--- config.mk ---
export PLATFORM = sky130hd
export DESIGN_NAME = v_mem_access
export DESIGN_NICKNAME = d
export VERILOG_FILES = /design/src/rtl/v_pkg.sv /design/src/rtl/v_mem_access.sv
export SDC_FILE = /design/constraint.sdc
export NUM_CORES = 2
export LEC_CHECK = 0
export ABC_CLOCK_PERIOD_IN_PS = 5800
export CORE_AREA = 10 10 475 477
export DETAILED_ROUTE_END_ITERATION = 8
export DIE_AREA = 0 0 485 487
export PLACE_DENSITY = 0.49
export SKIP_LAST_GASP = 1
export SLEW_MARGIN = 0
export SYNTH_ARGS = -nofsm -noshare
export SYNTH_HDL_FRONTEND = slang
export SYNTH_SLANG_ARGS = --single-unit
--- constraint.sdc ---
create_clock -name clk -period 5.8 [get_ports clk]
set_input_delay 1.16 -clock clk [delete_from_list [all_inputs] [get_ports clk]]
set_output_delay 1.16 -clock clk [all_outputs]
set_load 0.1 [all_outputs]
--- src/rtl/v_pkg.sv ---
// Shared widths and state encoding for the vector memory stage.
package v_pkg;

  localparam int unsigned V_VREG_DW = 512;
  localparam int unsigned V_MEM_DW  = 64;
  localparam int unsigned V_MEM_AW  = 32;
  localparam int unsigned V_BEATS   = V_VREG_DW / V_MEM_DW;

  typedef enum logic [1:0] {
    IDLE = 2'd0,
    REQ  = 2'd1,
    WAIT = 2'd2,
    DONE = 2'd3
  } state_t;

endpackage

--- src/rtl/v_mem_access.sv ---
// Vector memory stage: moves one vector register to/from data RAM as a
// sequence of single-outstanding bus beats, stalling the pipeline meanwhile.
module v_mem_access
  import v_pkg::*;
#(
  parameter int unsigned VREG_DW = V_VREG_DW,
  parameter int unsigned MEM_DW  = V_MEM_DW,
  parameter int unsigned MEM_AW  = V_MEM_AW
) (
  input  logic               clk,
  input  logic               rst,
  input  logic               vid_mem_ren_i,
  input  logic               vid_mem_wen_i,
  input  logic [MEM_AW-1:0]  vid_mem_addr_i,
  input  logic [VREG_DW-1:0] vid_mem_wdata_i,
  output logic               vmem_stall_o,
  output logic               vmem_valid_o,
  output logic [VREG_DW-1:0] vmem_result_o,
  output logic               vram_req_o,
  output logic               vram_we_o,
  output logic [MEM_AW-1:0]  vram_addr_o,
  output logic [MEM_DW-1:0]  vram_wdata_o,
  input  logic               vram_gnt_i,
  input  logic               vram_rvalid_i,
  input  logic [MEM_DW-1:0]  vram_rdata_i
);

  localparam int unsigned BEATS  = VREG_DW / MEM_DW;
  localparam int unsigned BEAT_W = (BEATS > 1) ? $clog2(BEATS) : 1;
  localparam int unsigned BYTES  = MEM_DW / 8;
  localparam int unsigned OFF_W  = (BYTES > 1) ? $clog2(BYTES) : 1;

  state_t              state, state_nx;
  logic [BEAT_W-1:0]   beat, beat_nx;
  logic                op_we;
  logic [MEM_AW-1:0]   base_q;
  logic [VREG_DW-1:0]  wdata_q;
  logic [VREG_DW-1:0]  result_q;
  logic                capture, shift, rd_wr, last;

  assign last = (beat == BEAT_W'(BEATS - 1));

  // State, captured command and result storage.
  always_ff @(posedge clk) begin
    if (rst) begin
      state    <= IDLE;
      beat     <= '0;
      op_we    <= 1'b0;
      base_q   <= '0;
      wdata_q  <= '0;
      result_q <= '0;
    end else begin
      state <= state_nx;
      beat  <= beat_nx;
      if (capture) begin
        op_we   <= vid_mem_wen_i;
        base_q  <= vid_mem_addr_i & ~MEM_AW'(BYTES - 1);
        wdata_q <= vid_mem_wdata_i;
      end else if (shift) begin
        // Store data is consumed from the bottom, one bus word per granted beat.
        wdata_q <= wdata_q >> MEM_DW;
      end
      if (rd_wr) begin
        for (int k = 0; k < int'(BEATS); k++) begin
          if (beat == BEAT_W'(k)) result_q[k*MEM_DW +: MEM_DW] <= vram_rdata_i;
        end
      end
    end
  end

  // Next state and outputs.
  always_comb begin
    state_nx     = state;
    beat_nx      = beat;
    capture      = 1'b0;
    shift        = 1'b0;
    rd_wr        = 1'b0;
    vmem_stall_o = 1'b0;
    vmem_valid_o = 1'b0;
    vram_req_o   = 1'b0;
    case (state)
      IDLE: begin
        if (vid_mem_ren_i || vid_mem_wen_i) begin
          capture      = 1'b1;
          vmem_stall_o = 1'b1;
          beat_nx      = '0;
          state_nx     = REQ;
        end
      end
      REQ: begin
        vmem_stall_o = 1'b1;
        vram_req_o   = 1'b1;
        if (vram_gnt_i) begin
          if (!op_we) begin
            state_nx = WAIT;
          end else begin
            shift = 1'b1;
            if (last) state_nx = DONE;
            else      beat_nx  = beat + BEAT_W'(1);
          end
        end
      end
      WAIT: begin
        vmem_stall_o = 1'b1;
        if (vram_rvalid_i) begin
          rd_wr = 1'b1;
          if (last) begin
            state_nx = DONE;
          end else begin
            beat_nx  = beat + BEAT_W'(1);
            state_nx = REQ;
          end
        end
      end
      DONE: begin
        vmem_valid_o = 1'b1;
        state_nx     = IDLE;
      end
      default: state_nx = IDLE;
    endcase
  end

  assign vram_we_o     = vram_req_o & op_we;
  assign vram_addr_o   = vram_req_o ? (base_q + (MEM_AW'(beat) << OFF_W)) : '0;
  assign vram_wdata_o  = vram_we_o ? wdata_q[MEM_DW-1:0] : '0;
  assign vmem_result_o = result_q;

endmodule

==> results.md <==
- WL per Instance: 23.8 microns
- Post-Syn Instances: 5459
- Total negative slack: 0 ns
- FF-to-FF Start: state[1]
- Yosys top cell area share: 50.8%
- Fin util: 28.2%
- Synth area leaders: dfxtp_1, nand2_1, a311oi_1
- FP Rows: 171
- PostCTS Resize Cnt: 0
- Post-synthesis register bit count: 1059
- CTS tree: yes
- Status: completed
- Pin count of the biggest net entering global routing: 271
- Final net count: 7014
- Starting Density: 19.3%
- Antenna violations before repair: 55
- Port Buf Inserts: 1219
- Sink Count: 1059
- Register area: 0.0212 sq mm
- Post-synth EDFFs: 0
- CTS clk-pin slew, worst paths: 0.06 ns
- Asr flop ratio synth: 0%
- CP cell instances: ha_1 -> fa_1 -> a21oi_1 -> or4_4 -> or4_1 -> a21oi_1 -> clkdlybuf4s50_1
- Io pins: 1226
- Drt via density: 4.47
- Synth area leader: dfxtp_1
- Max_slew headroom: 18.4%
- Critical Path AT: 4.14 ns
- Vias: 41900
- Layout cells sized above 1: 5.52%
- Warnings from Yosys: 0
- Longest Clk Path Bufs: 3
- Most common library cell in the layout ignoring fill and taps: nand2_1
- DP Area: 0.0565 sq mm
- Max-cap violations: 0
- Post-CTS Setup Inserts: 0
- Max Slew Vio Count: 0
- Final Skew: 0.0293 ns
- Yosys cell types: 47
- Pleak: 21.0 nW
- Max VDD drop: 317 uV
- Worst Hold End: vmem_result_o[334]
- Fin area: 0.0609 sq mm
- Die X-Extent: 485 microns
- RSZ-0062 raised after global routing: no
- TritonRoute pass-1 iters: 6
- Most frequent cells in the layout: nand2_1, clkdlybuf4s50_1, dfxtp_1, a21oi_1, nor2_1
- Mean Syn Cell Area: 7.65 sq um
- Top FF cell, synth: dfxtp_1
- # hold bufs at CTS: 0
- Area occupied by multi-input gates: 0.0184 sq mm
- Tot GR Track Use: 17.8%
- Core Footprint: 0.216 sq mm
- Drt initial violations: 3191
- Sequential cell area fraction in the yosys report: 50.8%
- CP Launch Type: register
- Crit Path Category: register to output port
- Hold WC Path Type: register to register
- Grt ovf: 0
- RePlAce Congestion: 0.840
- Fin. Hold Viols: 0
- Clock Latency Late Sink: 0.76 ns
- CTS Buf Count: 132
- R2R Path End: wdata_q[84]
- Die ar.: 0.236 sq mm
- Non-Filler Instances: 9362
- Post-route clock period utilization: 91.4%
- Post-layout min period: 5.30 ns
- Hold Crit Start: vmem_result_o[334]
- # H-tree levels: 4
- Required @ worst endpoint: 4.64 ns
- Chip height: 487 microns
- Setup crit end kind: output port
- Worst Tran Pin Value: 1.21 ns
- CP most frequent cell: a21oi_1
- Placed Cells: 9105
- Place WS: 1.30 ns
- R2R cell count: 7
- Power Dens Cells: 435 mW/mm^2
- Mapped cell area: 0.0417 sq mm
- Clock root buffer: clkbuf_16
- FILL cells: 23300
- Final WS setup: 0.498 ns
- Max stage delay on crit path: 1.18 ns
- Area growth, synth to finish: 45.9%
- CP max FO: 14
- # setup viols final: 0
- Drt drc: 0
- Hpwl dp: 162000 microns
- Global-route wire length before repair: 309000 microns
- Final ANT Viol Nets: 0
- Crit-path slowest cell: clkdlybuf4s50_1
- R2R Setup Slk: 2.63 ns
- Hold depth: 2
- Vias in the first global route: 40300
- Final WL: 222000 microns
- Max Clock Freq: 189 MHz
## report_power, final
| part | leakage, nW | switching (W) | internal (W) |
|---|---|---|---|
| sequential | 8.65 | 0.00108 | 0.00896 |
| clock | 2.13 | 0.00345 | 0.00482 |
| combinational | 10.2 | 0.00562 | 0.00254 |
## cell type report
type | count | share of cell area [%]
diodes | 26 | 0.107
clock buffers | 201 | 6.49
clock inverters | 30 | 0.643
inverters | 11 | 0.0678
multi-input cells | 3859 | 30.3
flip-flops and latches | 1059 | 34.8
well taps | 2854 | 5.87
repair buffers | 1322 | 21.7
## synth_stat cells (2+ instances only)
| master | number |
|---|---|
| and3_1 | 67 |
| nor2_1 | 469 |
| nand4_1 | 11 |
| xnor2_1 | 10 |
| nand4_2 | 2 |
| a21oi_1 | 622 |
| or4_1 | 2 |
| mux2i_1 | 7 |
| nor4_1 | 4 |
| ha_1 | 14 |
| dfxtp_1 | 1059 |
| nand2b_1 | 8 |
| clkbuf_1 | 430 |
| nand2_1 | 2064 |
| o31ai_1 | 3 |
| a311oi_1 | 448 |
| nor3_1 | 2 |
| and2_1 | 3 |
| nor2b_1 | 6 |
| buf_2 | 10 |
| and4_1 | 2 |
| buf_4 | 63 |
| buf_1 | 28 |
| nand3_1 | 77 |
| nor4_2 | 2 |
| or3_1 | 6 |
| o21ai_0 | 9 |
| a211oi_1 | 2 |
| inv_1 | 11 |
## metrics by stage
step	total power (W)	hold WS (ns)
after floorplan	0.0155	0.440
after detailed placement	0.0185	0.446
after CTS	0.0269	0.454
after global routing	0.0281	0.466
final	0.0265	0.450
after global placement	0.0184	0.442
## per-layer routing
| layer | part of all wire (%) | wire length [microns] | GRT usage [%] | up-vias |
|---|---|---|---|---|
| li1 | - | - | - | 20200 |
| met1 | 39 | 85800 | 20.2 | 19900 |
| met2 | 47 | 105000 | 29.7 | 1520 |
| met3 | 11 | 24500 | 8.23 | 302 |
| met4 | 3.2 | 7080 | 5.61 | 40 |
| met5 | 0.097 | 216 | 0 | - |
## worst max-delay path, delay by kind of cell, from the launching register on
| kind | cells | cell delay [ns] |
|---|---|---|
| AOI/OAI and AO/OA | 2 | 0.31 |
| DFF | 1 | 0.41 |
| buffers and inverters | 1 | 1.18 |
| and+or+nand+nor | 2 | 0.99 |
| adders and majority gates | 2 | 0.49 |
## flip-flops by register name, summed over array words and instances, names as in the netlist
signal / flops
base_q: 29
beat: 3
op_we: 1
state: 2
vmem_result_o: 512
wdata_q: 512
## kinds of logic after synthesis
logic type / count (synthesis) / share of synthesized area, %
buffers and inverters: 543 / 5.50
flip-flops: 1059 / 50.8
AO/OA/AOI/OAI: 1093 / 17.2
AND/OR/NAND/NOR: 2730 / 25.6
XOR/XNOR: 11 / 0.231
adder cells (fa/ha/maj): 15 / 0.468
other: 1 / 0.00898
multiplexers: 7 / 0.168
## worst max-delay path by stage
stage | startpoint | endpoint | slack (ns) | depth (start not counted)
floorplan | state[1] | vram_addr_o[17] | 1.0 | 7
global placement | beat[0] | vram_addr_o[25] | 1.32 | 7
detailed placement | beat[0] | vram_addr_o[25] | 1.30 | 7
CTS | beat[0] | vram_addr_o[25] | 0.41 | 7
global route | beat[0] | vram_addr_o[31] | 0.26 | 7
finish | beat[0] | vram_addr_o[25] | 0.50 | 7
(Power assumes the default switching activity.)
